==> config.mk <==
export PLATFORM = sky130hd
export DESIGN_NAME = instr_sequencer
export DESIGN_NICKNAME = d
export VERILOG_FILES = /design/src/rtl/instr_sequencer.sv
export SDC_FILE = /design/constraint.sdc
export NUM_CORES = 1
export LEC_CHECK = 0
export ABC_CLOCK_PERIOD_IN_PS = 1400
export BUFFER_PORTS_ARGS = -buffer_cell sky130_fd_sc_hd__buf_4
export CAP_MARGIN = 20
export CORE_UTILIZATION = 35
export CTS_BUF_LIST = sky130_fd_sc_hd__clkbuf_2
export CTS_CLUSTER_DIAMETER = 150
export CTS_CLUSTER_SIZE = 8
export DETAILED_ROUTE_END_ITERATION = 12
export HOLD_SLACK_MARGIN = 0.1
export PLACE_DENSITY = 0.78
export SYNTH_ARGS = -nofsm -noshare
export SYNTH_HDL_FRONTEND = slang
export SYNTH_SLANG_ARGS = --single-unit
==> constraint.sdc <==
create_clock -name clock -period 1.4 [get_ports clock]
set_input_delay 0.14 -clock clock [delete_from_list [all_inputs] [get_ports clock]]
set_output_delay 0.14 -clock clock [all_outputs]
set_load 0.005 [all_outputs]
==> src/rtl/instr_sequencer.sv <==
// instr_sequencer: fetch/decode/execute control-step FSM producing the DataPath strobes.
// Optional macro WAIT_TIMEOUT_EN bounds each memory wait to WAIT_MAX cycles and adds a FAULT state.
module instr_sequencer #(
    parameter int DATA_W   = 32,
    parameter int OP_W     = 5,
    parameter int WAIT_MAX = 15
) (
    input  logic              clock,
    input  logic              clear_n,
    input  logic              run,
    input  logic [DATA_W-1:0] ir,
    input  logic              mem_ready,
    output logic              pc_out,
    output logic              mar_in,
    output logic              inc_pc,
    output logic              z_in,
    output logic              zlo_out,
    output logic              pc_in,
    output logic              read,
    output logic              write,
    output logic              mdr_in,
    output logic              mdr_out,
    output logic              ir_in,
    output logic              gra,
    output logic              grb,
    output logic              grc,
    output logic              r_in,
    output logic              r_out,
    output logic              ba_out,
    output logic              y_in,
    output logic              c_out,
    output logic [OP_W-1:0]   alu_op,
    output logic              done,
    output logic              halted,
`ifdef WAIT_TIMEOUT_EN
    output logic              fault,
`endif
    output logic [3:0]        step
);

    localparam logic [OP_W-1:0] OP_LD     = OP_W'(0);
    localparam logic [OP_W-1:0] OP_LDI    = OP_W'(1);
    localparam logic [OP_W-1:0] OP_ST     = OP_W'(2);
    localparam logic [OP_W-1:0] OP_ALU_LO = OP_W'(3);
    localparam logic [OP_W-1:0] OP_ALU_HI = OP_W'(15);
    localparam logic [OP_W-1:0] OP_HALT   = OP_W'(27);
    localparam logic [OP_W-1:0] OP_ADD    = OP_W'(3);

    typedef enum logic [3:0] {
        S_IDLE  = 4'd0,
        S_T0    = 4'd1,
        S_T1    = 4'd2,
        S_T1W   = 4'd3,
        S_T2    = 4'd4,
        S_T3    = 4'd5,
        S_T4    = 4'd6,
        S_T5    = 4'd7,
        S_T6    = 4'd8,
        S_T6W   = 4'd9,
        S_T7    = 4'd10,
        S_HALT  = 4'd11,
        S_FAULT = 4'd12
    } state_t;

    typedef enum logic [2:0] {
        C_LD,
        C_LDI,
        C_ST,
        C_ALU,
        C_NOP,
        C_HALT
    } op_class_t;

    state_t          state;
    state_t          state_next;
    state_t          eoi_state;
    op_class_t       cls;
    logic [OP_W-1:0] opcode;
    logic            unused_bits;

    assign opcode    = ir[DATA_W-1 -: OP_W];
    assign eoi_state = run ? S_T0 : S_IDLE;
    assign step      = state;

    // Only the opcode field steers the sequence; the operand fields belong to DataPath.
`ifdef WAIT_TIMEOUT_EN
    assign unused_bits = ^ir[DATA_W-OP_W-1:0];
`else
    assign unused_bits = ^{ir[DATA_W-OP_W-1:0], (WAIT_MAX > 0)};
`endif

    always_comb begin
        cls = C_NOP;
        if (opcode == OP_LD) begin
            cls = C_LD;
        end else if (opcode == OP_LDI) begin
            cls = C_LDI;
        end else if (opcode == OP_ST) begin
            cls = C_ST;
        end else if (opcode >= OP_ALU_LO && opcode <= OP_ALU_HI) begin
            cls = C_ALU;
        end else if (opcode == OP_HALT) begin
            cls = C_HALT;
        end
    end

`ifdef WAIT_TIMEOUT_EN
    localparam int CNT_W = $clog2(WAIT_MAX + 1);

    logic [CNT_W-1:0] wait_cnt;
    logic [CNT_W-1:0] wait_cnt_inc;
    logic             wait_expired;

    // wait_cnt_inc counts the current wait cycle too, so FAULT follows exactly WAIT_MAX wait cycles.
    assign wait_cnt_inc = wait_cnt + CNT_W'(1);
    assign wait_expired = (wait_cnt_inc == CNT_W'(WAIT_MAX));
    assign fault        = (state == S_FAULT);

    always_ff @(posedge clock) begin
        if (!clear_n) begin
            wait_cnt <= '0;
        end else if (state_next == S_T1 || state_next == S_T6) begin
            wait_cnt <= '0;
        end else if (state == S_T1W || state == S_T6W) begin
            wait_cnt <= wait_cnt_inc;
        end
    end
`endif

    always_ff @(posedge clock) begin
        if (!clear_n) begin
            state <= S_IDLE;
        end else begin
            state <= state_next;
        end
    end

    always_comb begin
        state_next = state;
        pc_out     = 1'b0;
        mar_in     = 1'b0;
        inc_pc     = 1'b0;
        z_in       = 1'b0;
        zlo_out    = 1'b0;
        pc_in      = 1'b0;
        read       = 1'b0;
        write      = 1'b0;
        mdr_in     = 1'b0;
        mdr_out    = 1'b0;
        ir_in      = 1'b0;
        gra        = 1'b0;
        grb        = 1'b0;
        grc        = 1'b0;
        r_in       = 1'b0;
        r_out      = 1'b0;
        ba_out     = 1'b0;
        y_in       = 1'b0;
        c_out      = 1'b0;
        alu_op     = '0;
        done       = 1'b0;
        halted     = 1'b0;

        case (state)
            S_IDLE: begin
                if (run) state_next = S_T0;
            end
            S_T0: begin
                pc_out     = 1'b1;
                mar_in     = 1'b1;
                inc_pc     = 1'b1;
                z_in       = 1'b1;
                state_next = S_T1;
            end
            S_T1: begin
                zlo_out    = 1'b1;
                pc_in      = 1'b1;
                read       = 1'b1;
                mdr_in     = 1'b1;
                state_next = mem_ready ? S_T2 : S_T1W;
            end
            S_T1W: begin
                read   = 1'b1;
                mdr_in = 1'b1;
                if (mem_ready) begin
                    state_next = S_T2;
                end
`ifdef WAIT_TIMEOUT_EN
                else if (wait_expired) begin
                    state_next = S_FAULT;
                end
`endif
            end
            S_T2: begin
                mdr_out    = 1'b1;
                ir_in      = 1'b1;
                state_next = S_T3;
            end
            S_T3: begin
                case (cls)
                    C_LD, C_LDI, C_ST: begin
                        grb        = 1'b1;
                        ba_out     = 1'b1;
                        y_in       = 1'b1;
                        state_next = S_T4;
                    end
                    C_ALU: begin
                        grb        = 1'b1;
                        r_out      = 1'b1;
                        y_in       = 1'b1;
                        state_next = S_T4;
                    end
                    C_HALT: begin
                        state_next = S_HALT;
                    end
                    default: begin
                        done       = 1'b1;
                        state_next = eoi_state;
                    end
                endcase
            end
            S_T4: begin
                z_in       = 1'b1;
                state_next = S_T5;
                if (cls == C_ALU) begin
                    grc    = 1'b1;
                    r_out  = 1'b1;
                    alu_op = opcode;
                end else begin
                    c_out  = 1'b1;
                    alu_op = OP_ADD;
                end
            end
            S_T5: begin
                zlo_out = 1'b1;
                if (cls == C_LD || cls == C_ST) begin
                    mar_in     = 1'b1;
                    state_next = S_T6;
                end else begin
                    gra        = 1'b1;
                    r_in       = 1'b1;
                    done       = 1'b1;
                    state_next = eoi_state;
                end
            end
            S_T6: begin
                mdr_in = 1'b1;
                if (cls == C_ST) begin
                    gra   = 1'b1;
                    r_out = 1'b1;
                    write = 1'b1;
                end else begin
                    read  = 1'b1;
                end
                state_next = mem_ready ? S_T7 : S_T6W;
            end
            S_T6W: begin
                // A store already latched MDR in T6; only a load keeps capturing.
                if (cls == C_ST) begin
                    write  = 1'b1;
                end else begin
                    read   = 1'b1;
                    mdr_in = 1'b1;
                end
                if (mem_ready) begin
                    state_next = S_T7;
                end
`ifdef WAIT_TIMEOUT_EN
                else if (wait_expired) begin
                    state_next = S_FAULT;
                end
`endif
            end
            S_T7: begin
                done       = 1'b1;
                state_next = eoi_state;
                if (cls != C_ST) begin
                    mdr_out = 1'b1;
                    gra     = 1'b1;
                    r_in    = 1'b1;
                end
            end
            S_HALT: begin
                halted = 1'b1;
            end
`ifdef WAIT_TIMEOUT_EN
            S_FAULT: begin
                state_next = S_FAULT;
            end
`endif
            default: begin
                state_next = S_IDLE;
            end
        endcase
    end

endmodule

# Word level (Yosys, flattened, before mapping)
# Cells that the tools add are included.
# op_classes
n_mux	45
reduce_logical	15
magnitude_cmp	2
n_eq_ne	22
bitwise_logic	1
# ops
operator	count
4-bit one-hot mux with 12 select lines	1
1-bit two-way mux	23
4-bit by 3-bit equality test with 1-bit output, second input constant	4
4-bit equality test, second input constant	4
4-bit two-way mux	4
3-bit two-way mux	5
1-bit one-hot mux with 2 select lines	6
5-bit two-way mux	2
2-bit OR reduction	5
4-bit by 2-bit equality test with 1-bit output, second input constant	2
4-bit one-hot mux with 2 select lines	1
3-bit by 2-bit equality test with 1-bit output, second input constant	2
2-bit inequality test, second input constant	3
1-bit one-hot mux with 3 select lines	2
3-bit OR reduction	2
5-bit by 1-bit equality test with 1-bit output, second input constant	1
5-bit by 2-bit equality test with 1-bit output, second input constant	1
5-bit equality test, second input constant	1
5-bit by 2-bit greater-or-equal comparator with 1-bit output, second input constant	1
5-bit by 4-bit less-or-equal comparator with 1-bit output, second input constant	1
5-bit zero test	1
5-bit OR reduction	1
4-bit by 1-bit equality test with 1-bit output, second input constant	1
4-bit zero test	1
10 further kinds	10
# totals
regBits	4
out_inout_bits	30

# Longest topological paths before layout
# Gate-level depths: netlist of run 1.
# logic_depth
word_depth	10
ltp_mapped	6
mapped_depth_nobuf	4

# Worst setup path after synthesis of run 1
# Ideal clock, no wire load.
# synth_path
path_type	register to register
start	reg state[3] (netlist: step[3])
end	reg state[1] (netlist: step[1])
stages_incl_launch_ff	7
arrival_time_ps	1414
setup_ps	117
slack_ps	-131
path_cell_list	dfxtp_1 -> buf_4 -> or2_1 -> buf_2 -> o31ai_1 -> a21oi_1 -> a32o_1
# synth_via
elab_chain_len	3
# synth_rtl
item	line_no	text
start: declaration	74	state_t state;
start signal: assignment	134	state <= state_next;
4-bit by 2-bit equality test with 1-bit output (tied with other cells)	163	case (state)
2-bit inequality test (no line) or 1-bit NOT (tied branches)	--	
4-bit AND reduction (no line)	--	
# Several ways; a longest one is shown, not always the timed one.
# A chain may end at the register's enable or synchronous reset.

# Worst setup path in the final report of run 1
# layout_path
start	reg state[3] (netlist: step[3])
end	out gra
# layout_via
elab_chain_len	2
# layout_rtl
item	line_no	text
4-bit equality test or 4-bit by 3-bit equality test with 1-bit output (tied branches)	163	
1-bit one-hot mux with 3 select lines (*)	163	
end: declaration	24	output logic gra,
# Mark *: on every way between the ends. The rest lies on a longest branch, timed or not.

==> impl_metrics.tcl, run 1 <==
set metrics [dict create \
    timing.fmax_ghz 0.647 \
    dpl.cell_count 189 \
    yosys_warnings 0 \
    crit_type "register to output pin" \
    drt_wl_total_um 2760 \
    drtPass1Iterations 4 \
    fin_worst_skew_ps 5.94 \
    cp-end-kind "output pin" \
    nets 206 \
    ant_nets 0 \
    ys_types 42 \
    synth_nets 151 \
    diodes 0 \
    async_flop_share_pct 0 \
    gp_congestion 0.832 \
    via_per_inst 5.59 \
    maxSlewViolCount 0 \
    holdCritStartpoint "clear_n" \
    cts_buffer_depth 2 \
    synth_top_cell_by_area "dfxtp_1" \
    met1Wirelength_um 1100 \
    critPathRequiredTime_ps 1260 \
    slowest_delay_ps 360 \
    dieArea_mm2 0.00234 \
    cts.sinks 4 \
    cts_root_buf "clkbuf_2" \
    portBuffers 37 \
    path_buf_inv 1 \
    die_x_um 48.4 \
    critPathTopFamily "compound AO/OA/AOI/OAI gates" \
    rr_endpoint "step[1]$_SDFFE_PN0P_" \
    dr.first_iter.drc_count 24 \
    reg2reg_setup_slack_ps 0 \
    dieHeight_um 48.4 \
    synth_edf_count 0 \
    arrival_ps 1410 \
    whs_endpoint "step[3]$_SDFFE_PN0P_" \
    r2r_start "step[3]$_SDFFE_PN0P_" \
    whs_ps 177 \
    finalHoldViolations 0 \
    syn_avg_cell_area_um2 6.55 \
    ir_drop_v 0.000501 \
    grt.total_usage_pct 24.7 \
    synth_ff_type "dfxtp_1" \
    drc 0 \
    grt_overflow 0 \
    cts_inserted_buffers 3 \
    clkSlewWorstSetupHoldPaths_ps 50 \
    finish.utilization_pct 66.2 \
    power_density_mw_per_mm2 752 \
    yosys-top-cells-count "nor2_1 (16), and3_1 (7), nand2_1 (7), o21ai_0 (7)" \
    seq_area_frac_synth_pct 10.6 \
    synth.most_common_cell "nor2_1" \
    status "complete, but fails checks" \
    num_io_pins 66 \
    wl_per_cell_um 14.2 \
    cp_cell_sequence "or2b_4, a211oi_2, o21a_1, a21o_1, buf_4" \
    synth_seq_cells 4 \
    setup_viol 15 \
    top_layer "met4" \
    tns_ps -723 \
    largest_reg_flops 4 \
    startpoint_type "register" \
    crit_fanout 5 \
    ff2ff_path_depth 4 \
    num_rows 16 \
    synthCells 115 \
    p_leak_nw 0.641 \
    period_share_pct 110 \
    period_needed_ps 1550 \
    hold_class "input pin to register" \
    final_cells 195 \
    num_vias 1090 \
    synth_area_leaders "dfxtp_1 (11%), nor2_1 (8.0%), and3_1 (5.8%)" \
    drive_gt1_share_pct 58.3 \
    wl_met3_um 155 \
    crit_slowest_cell "dfxtp_2" \
    dpl.hpwl_um 1930 \
    syn_area_um2 753 \
    wl_met2_um 1480 \
    cts_tree "built" \
    violations "negative setup slack" \
    start_util_pct 37.6 \
    grt_start_max_net_pins 15 \
    antenna_found_initial 0 \
    htreeDepth 1 \
    yosysTopAreaCellShare_pct 10.6 \
    syn_to_final_growth_pct 75.9 \
    grt_pass1_wl_um 4620 \
    whs_path_depth 2 \
    grt_pass1_vias 1029 \
    max-cap-violations 0 \
    startpoint "step[3]$_SDFFE_PN0P_" \
    insertion_delay_ps 230 \
    rsz0062_at_grt "yes" \
    setup_slack_ps -146 \
    core_area_mm2 0.00200 \
]
## logic make-up after synthesis
group	after synthesis	share of synthesized area, %
compound gates	34	31.7
buf+inv	15	14.1
flops	4	10.6
other cells	1	0.498
simple gates	61	43.0
## per-layer routing
| metal | vias up | global-route usage [%] |
|---|---|---|
| li1 | 521 | - |
| met4 | 0 | 9.31 |
| met3 | 3 | 2.83 |
| met1 | 512 | 27.4 |
| met2 | 54 | 47.4 |
| met5 | - | 0 |
## where the power goes
| part | switching [mW] | internal (mW) |
|---|---|---|
| clock network | 0.0596 | 0.0578 |
| registers | 0.0328 | 0.136 |
| logic | 0.334 | 0.375 |
| total | 0.427 | 0.569 |
## what timing repair did
item                                   CTS  global route
pin swaps                                7            12
resized for setup                       27            13
endpoints found under the hold margin    0             0
hold buffers                             0             0
buffers inserted                         5             1
setup endpoints to repair               22            28
cloned                                   0             0
## metrics by stage
stage | setup WS [ps] | power [mW] | instance area, um^2
floorplan | -23.5 | 0.511 | 785
global placement | -134 | 0.719 | 1160
detailed placement | -183 | 0.729 | 1160
CTS | -136 | 0.938 | 1280
global route | -205 | 1.07 | 1330
finish | -146 | 0.996 | 1330
## cell usage in the layout (no fill, tap or decap), types with 2 or more instances in the layout
master,count
o21a_1,2
dfxtp_2,2
a32oi_1,2
o21ai_0,4
buf_4,58
nor2_2,2
o211ai_1,2
a21o_1,4
nor3_1,3
buf_6,5
inv_1,2
nor2_4,3
nand3_1,4
a21oi_1,5
and3_1,6
dfxtp_4,2
nand2_1,5
nor3_2,2
nand2_2,2
nand2b_1,5
o21ai_1,2
clkbuf_2,3
nor2_1,11
o21bai_1,2
or2_4,2
a31oi_1,2
## worst max-delay path by stage
stage | end | cells after the start
floorplan | step[1]$_SDFFE_PN0P_ | 6
global placement | step[3]$_SDFFE_PN0P_ | 5
detailed placement | step[3]$_SDFFE_PN0P_ | 5
CTS | ba_out | 4
global route | ba_out | 5
finish | gra | 5
## worst reg2reg max path, cell delays in order, from the launching register on
cell,delay (ps)
dfxtp_2,340
or2_1,330
o31ai_4,310
a21oi_1,90
a32o_1,230
## cell type report
type | instances | area, um^2
multi-input combinational | 96 | 687
fill | 177 | 677
timing repair buffer | 63 | 492
sequential | 4 | 90.1
tap | 27 | 33.8
clock buffer | 3 | 15.0
inverter | 2 | 7.51
Power figures use the tool's default switching activity.
==> run 2: changes to the inputs <==
--- a/config.mk
+++ b/config.mk
@@ -5,16 +5,17 @@
 export SDC_FILE = /design/constraint.sdc
 export NUM_CORES = 1
 export LEC_CHECK = 0
+export ABC_AREA = 1
 export ABC_CLOCK_PERIOD_IN_PS = 1400
 export BUFFER_PORTS_ARGS = -buffer_cell sky130_fd_sc_hd__buf_4
 export CAP_MARGIN = 20
-export CORE_UTILIZATION = 35
+export CORE_UTILIZATION = 33
 export CTS_BUF_LIST = sky130_fd_sc_hd__clkbuf_2
 export CTS_CLUSTER_DIAMETER = 150
 export CTS_CLUSTER_SIZE = 8
 export DETAILED_ROUTE_END_ITERATION = 12
 export HOLD_SLACK_MARGIN = 0.1
-export PLACE_DENSITY = 0.78
+export PLACE_DENSITY = 0.77
 export SYNTH_ARGS = -nofsm -noshare
 export SYNTH_HDL_FRONTEND = slang
 export SYNTH_SLANG_ARGS = --single-unit
==> run 2 against run 1 <==
Effect of this change: the run still ends with negative setup slack left; sequential share of layout area up 0.51 points; global-route usage down 0.11 points; wire length down 0.62%; core utilization down 0.92 points; non-clock buffer count down 3; synthesized cell count up 4.3%; sequential cell count unchanged; worst setup slack better by 49 ps; power up 10%; largest cell class unchanged.
==> impl_metrics.tcl, run 2 <==
set metrics [dict create \
    status "complete, but fails checks" \
    violations "negative setup slack" \
    ys_types 24 \
    max-cap-violations 0 \
    hold_class "input pin to register" \
    num_rows 16 \
    grt_overflow 0 \
    cts_buffer_depth 2 \
    startpoint_type "register" \
    ant_nets 0 \
    largest_reg_flops 4 \
    cts_tree "built" \
    layout_commonest_cell "buf_4" \
    rsz0062_at_grt "yes" \
    rr_endpoint "step[1]$_SDFFE_PN0P_" \
    synth_ff_type "dfxtp_1" \
    finalHoldViolations 0 \
    num_vias 1053 \
    p_leak_nw 0.710 \
    period_needed_ps 1500 \
    diodes 0 \
    whs_endpoint "step[0]$_SDFFE_PN0P_" \
    synth.most_common_cell "nand2_1" \
    syn_avg_cell_area_um2 5.68 \
    drt_wl_total_um 2740 \
    fin_worst_skew_ps 19.6 \
    ff2ff_path_depth 8 \
    final.fill_count 158 \
    die_x_um 47.5 \
    whs_path_depth 3 \
    dieHeight_um 47.5 \
    maxSlewViolCount 0 \
    cp-end-kind "output pin" \
    yosys-top-cells-count "nand2_1 (22), inv_1 (18), nor2_1 (14)" \
    period_share_pct 107 \
    insertion_delay_ps 240 \
    grt_pass1_wl_um 3910 \
    core_area_mm2 0.00194 \
    synth_edf_count 0 \
    yosys_warnings 0 \
    clkSlewWorstSetupHoldPaths_ps 60 \
    grt.total_usage_pct 24.6 \
    num_io_pins 66 \
    antenna_found_initial 0 \
    syn_to_final_growth_pct 85.9 \
    arrival_ps 1360 \
    synth_area_leaders "nand2_1 (12%), dfxtp_1 (12%), inv_1 (9.9%)" \
    dp_slack_ps -21.4 \
    cts_inserted_buffers 3 \
    power_density_mw_per_mm2 866 \
    syn_area_um2 682 \
    dieArea_mm2 0.00225 \
    tns_ps -802 \
    ir_drop_v 0.000781 \
    synth_nets 156 \
    critPathRequiredTime_ps 1260 \
    drc 0 \
    cts_root_buf "clkbuf_2" \
    crit_fanout 6 \
    seq_area_frac_synth_pct 11.7 \
    r2r_start "step[2]$_SDFFE_PN0P_" \
    synth_top_cell_by_area "nand2_1" \
    async_flop_share_pct 0 \
    crit_type "register to output pin" \
    wl_per_cell_um 13.4 \
    most-common-layout-cells "buf_4 (56), nand2_1 (21), inv_1 (11), inv_2 (9), nor2_1 (9)" \
    htreeDepth 1 \
    dr.first_iter.drc_count 68 \
    yosysTopAreaCellShare_pct 12.1 \
    via_per_inst 5.14 \
    setup_slack_ps -96.7 \
    gp_congestion 0.888 \
    portBuffers 37 \
    cts.sinks 4 \
    drtPass1Iterations 4 \
    nets 216 \
    timing.fmax_ghz 0.668 \
    synthCells 120 \
    grt_pass1_vias 886 \
    dpl.hpwl_um 1830 \
    start_util_pct 35.1 \
    reg2reg_setup_slack_ps -10 \
    setup_viol 18 \
    drive_gt1_share_pct 62.9 \
    grt_start_max_net_pins 8 \
    synth_seq_cells 4 \
    holdCritStartpoint "clear_n" \
]
run 2: changes by cell type after synthesis, moves of 5 or more:
cell,previous run,this run
and3_1,7,0
nand2_1,7,22
nand2b_1,6,0
inv_1,2,18
nor2_2,0,6
nand2_2,0,5
run 2: worst max path at each step:
stage,start,to,slack (ps)
after floorplan,step[1]$_SDFFE_PN0P_,alu_op[2],190
after global placement,step[1]$_SDFFE_PN0P_,step[3]$_SDFFE_PN0P_,30
after detailed placement,step[1]$_SDFFE_PN0P_,alu_op[3],-20
after CTS,step[1]$_SDFFE_PN0P_,done,-40
after global routing,step[1]$_SDFFE_PN0P_,r_out,-150
final,step[2]$_SDFFE_PN0P_,done,-100
run 2: cell families after synthesis:
kind of cell | after synthesis | synth area share [%]
simple gates | 67 | 50.6
compound gates | 20 | 18.5
other cells | 1 | 0.550
flops | 4 | 11.7
buf+inv | 28 | 18.5
run 2: repair_timing:
item,CTS,global route
hold buffers,0,0
setup buffers,9,3
pin swaps,9,3
resized for setup,27,16
setup endpoints to repair,22,23
run 2: layer usage:
layer,share of wire [%],GRT usage [%],routed length (um),vias to the layer above
li1,-,-,-,500
met1,39,31.1,1070,478
met2,50,41.4,1370,62
met3,8.2,5.28,224,13
met4,2.9,8.00,79,0
met5,0,0,0,-
run 2: through the flow:
step           hold WS [ps]  area, um^2  total power, mW  std cells  util (%)
2_1_floorplan           311         682            0.560        120         -
3_3_place_gp            414        1040            0.794        190      53.5
3_5_place_dp            424        1040            0.815        190      53.5
4_1_cts                 205        1200             1.03        202      61.7
5_1_grt                 207        1270             1.19        205      65.3
6_report                193        1270             1.10        205      65.3
run 2: critical path: stages (launching register included):
cell      delay (ps)
dfxtp_4          420
nand2_8           80
nor2_4           170
inv_2             60
o311ai_2         220
buf_4            160
run 2: power by group:
| part | internal, mW | leakage [nW] | total [mW] | switching, mW |
|---|---|---|---|---|
| clock | 0.0576 | 0.0125 | 0.121 | 0.0634 |
| combinational | 0.369 | 0.663 | 0.766 | 0.397 |
| sequential | 0.148 | 0.0353 | 0.210 | 0.0624 |
run 2: final cells by class:
type | count | area, um^2 | area share [%]
Multi-Input combinational cell | 88 | 566 | 44.6
Tap cell | 27 | 33.8 | 2.67
Sequential cell | 4 | 92.6 | 7.31
Clock buffer | 3 | 15.0 | 1.18
Inverter | 23 | 95.1 | 7.50
Timing Repair Buffer | 60 | 465 | 36.7
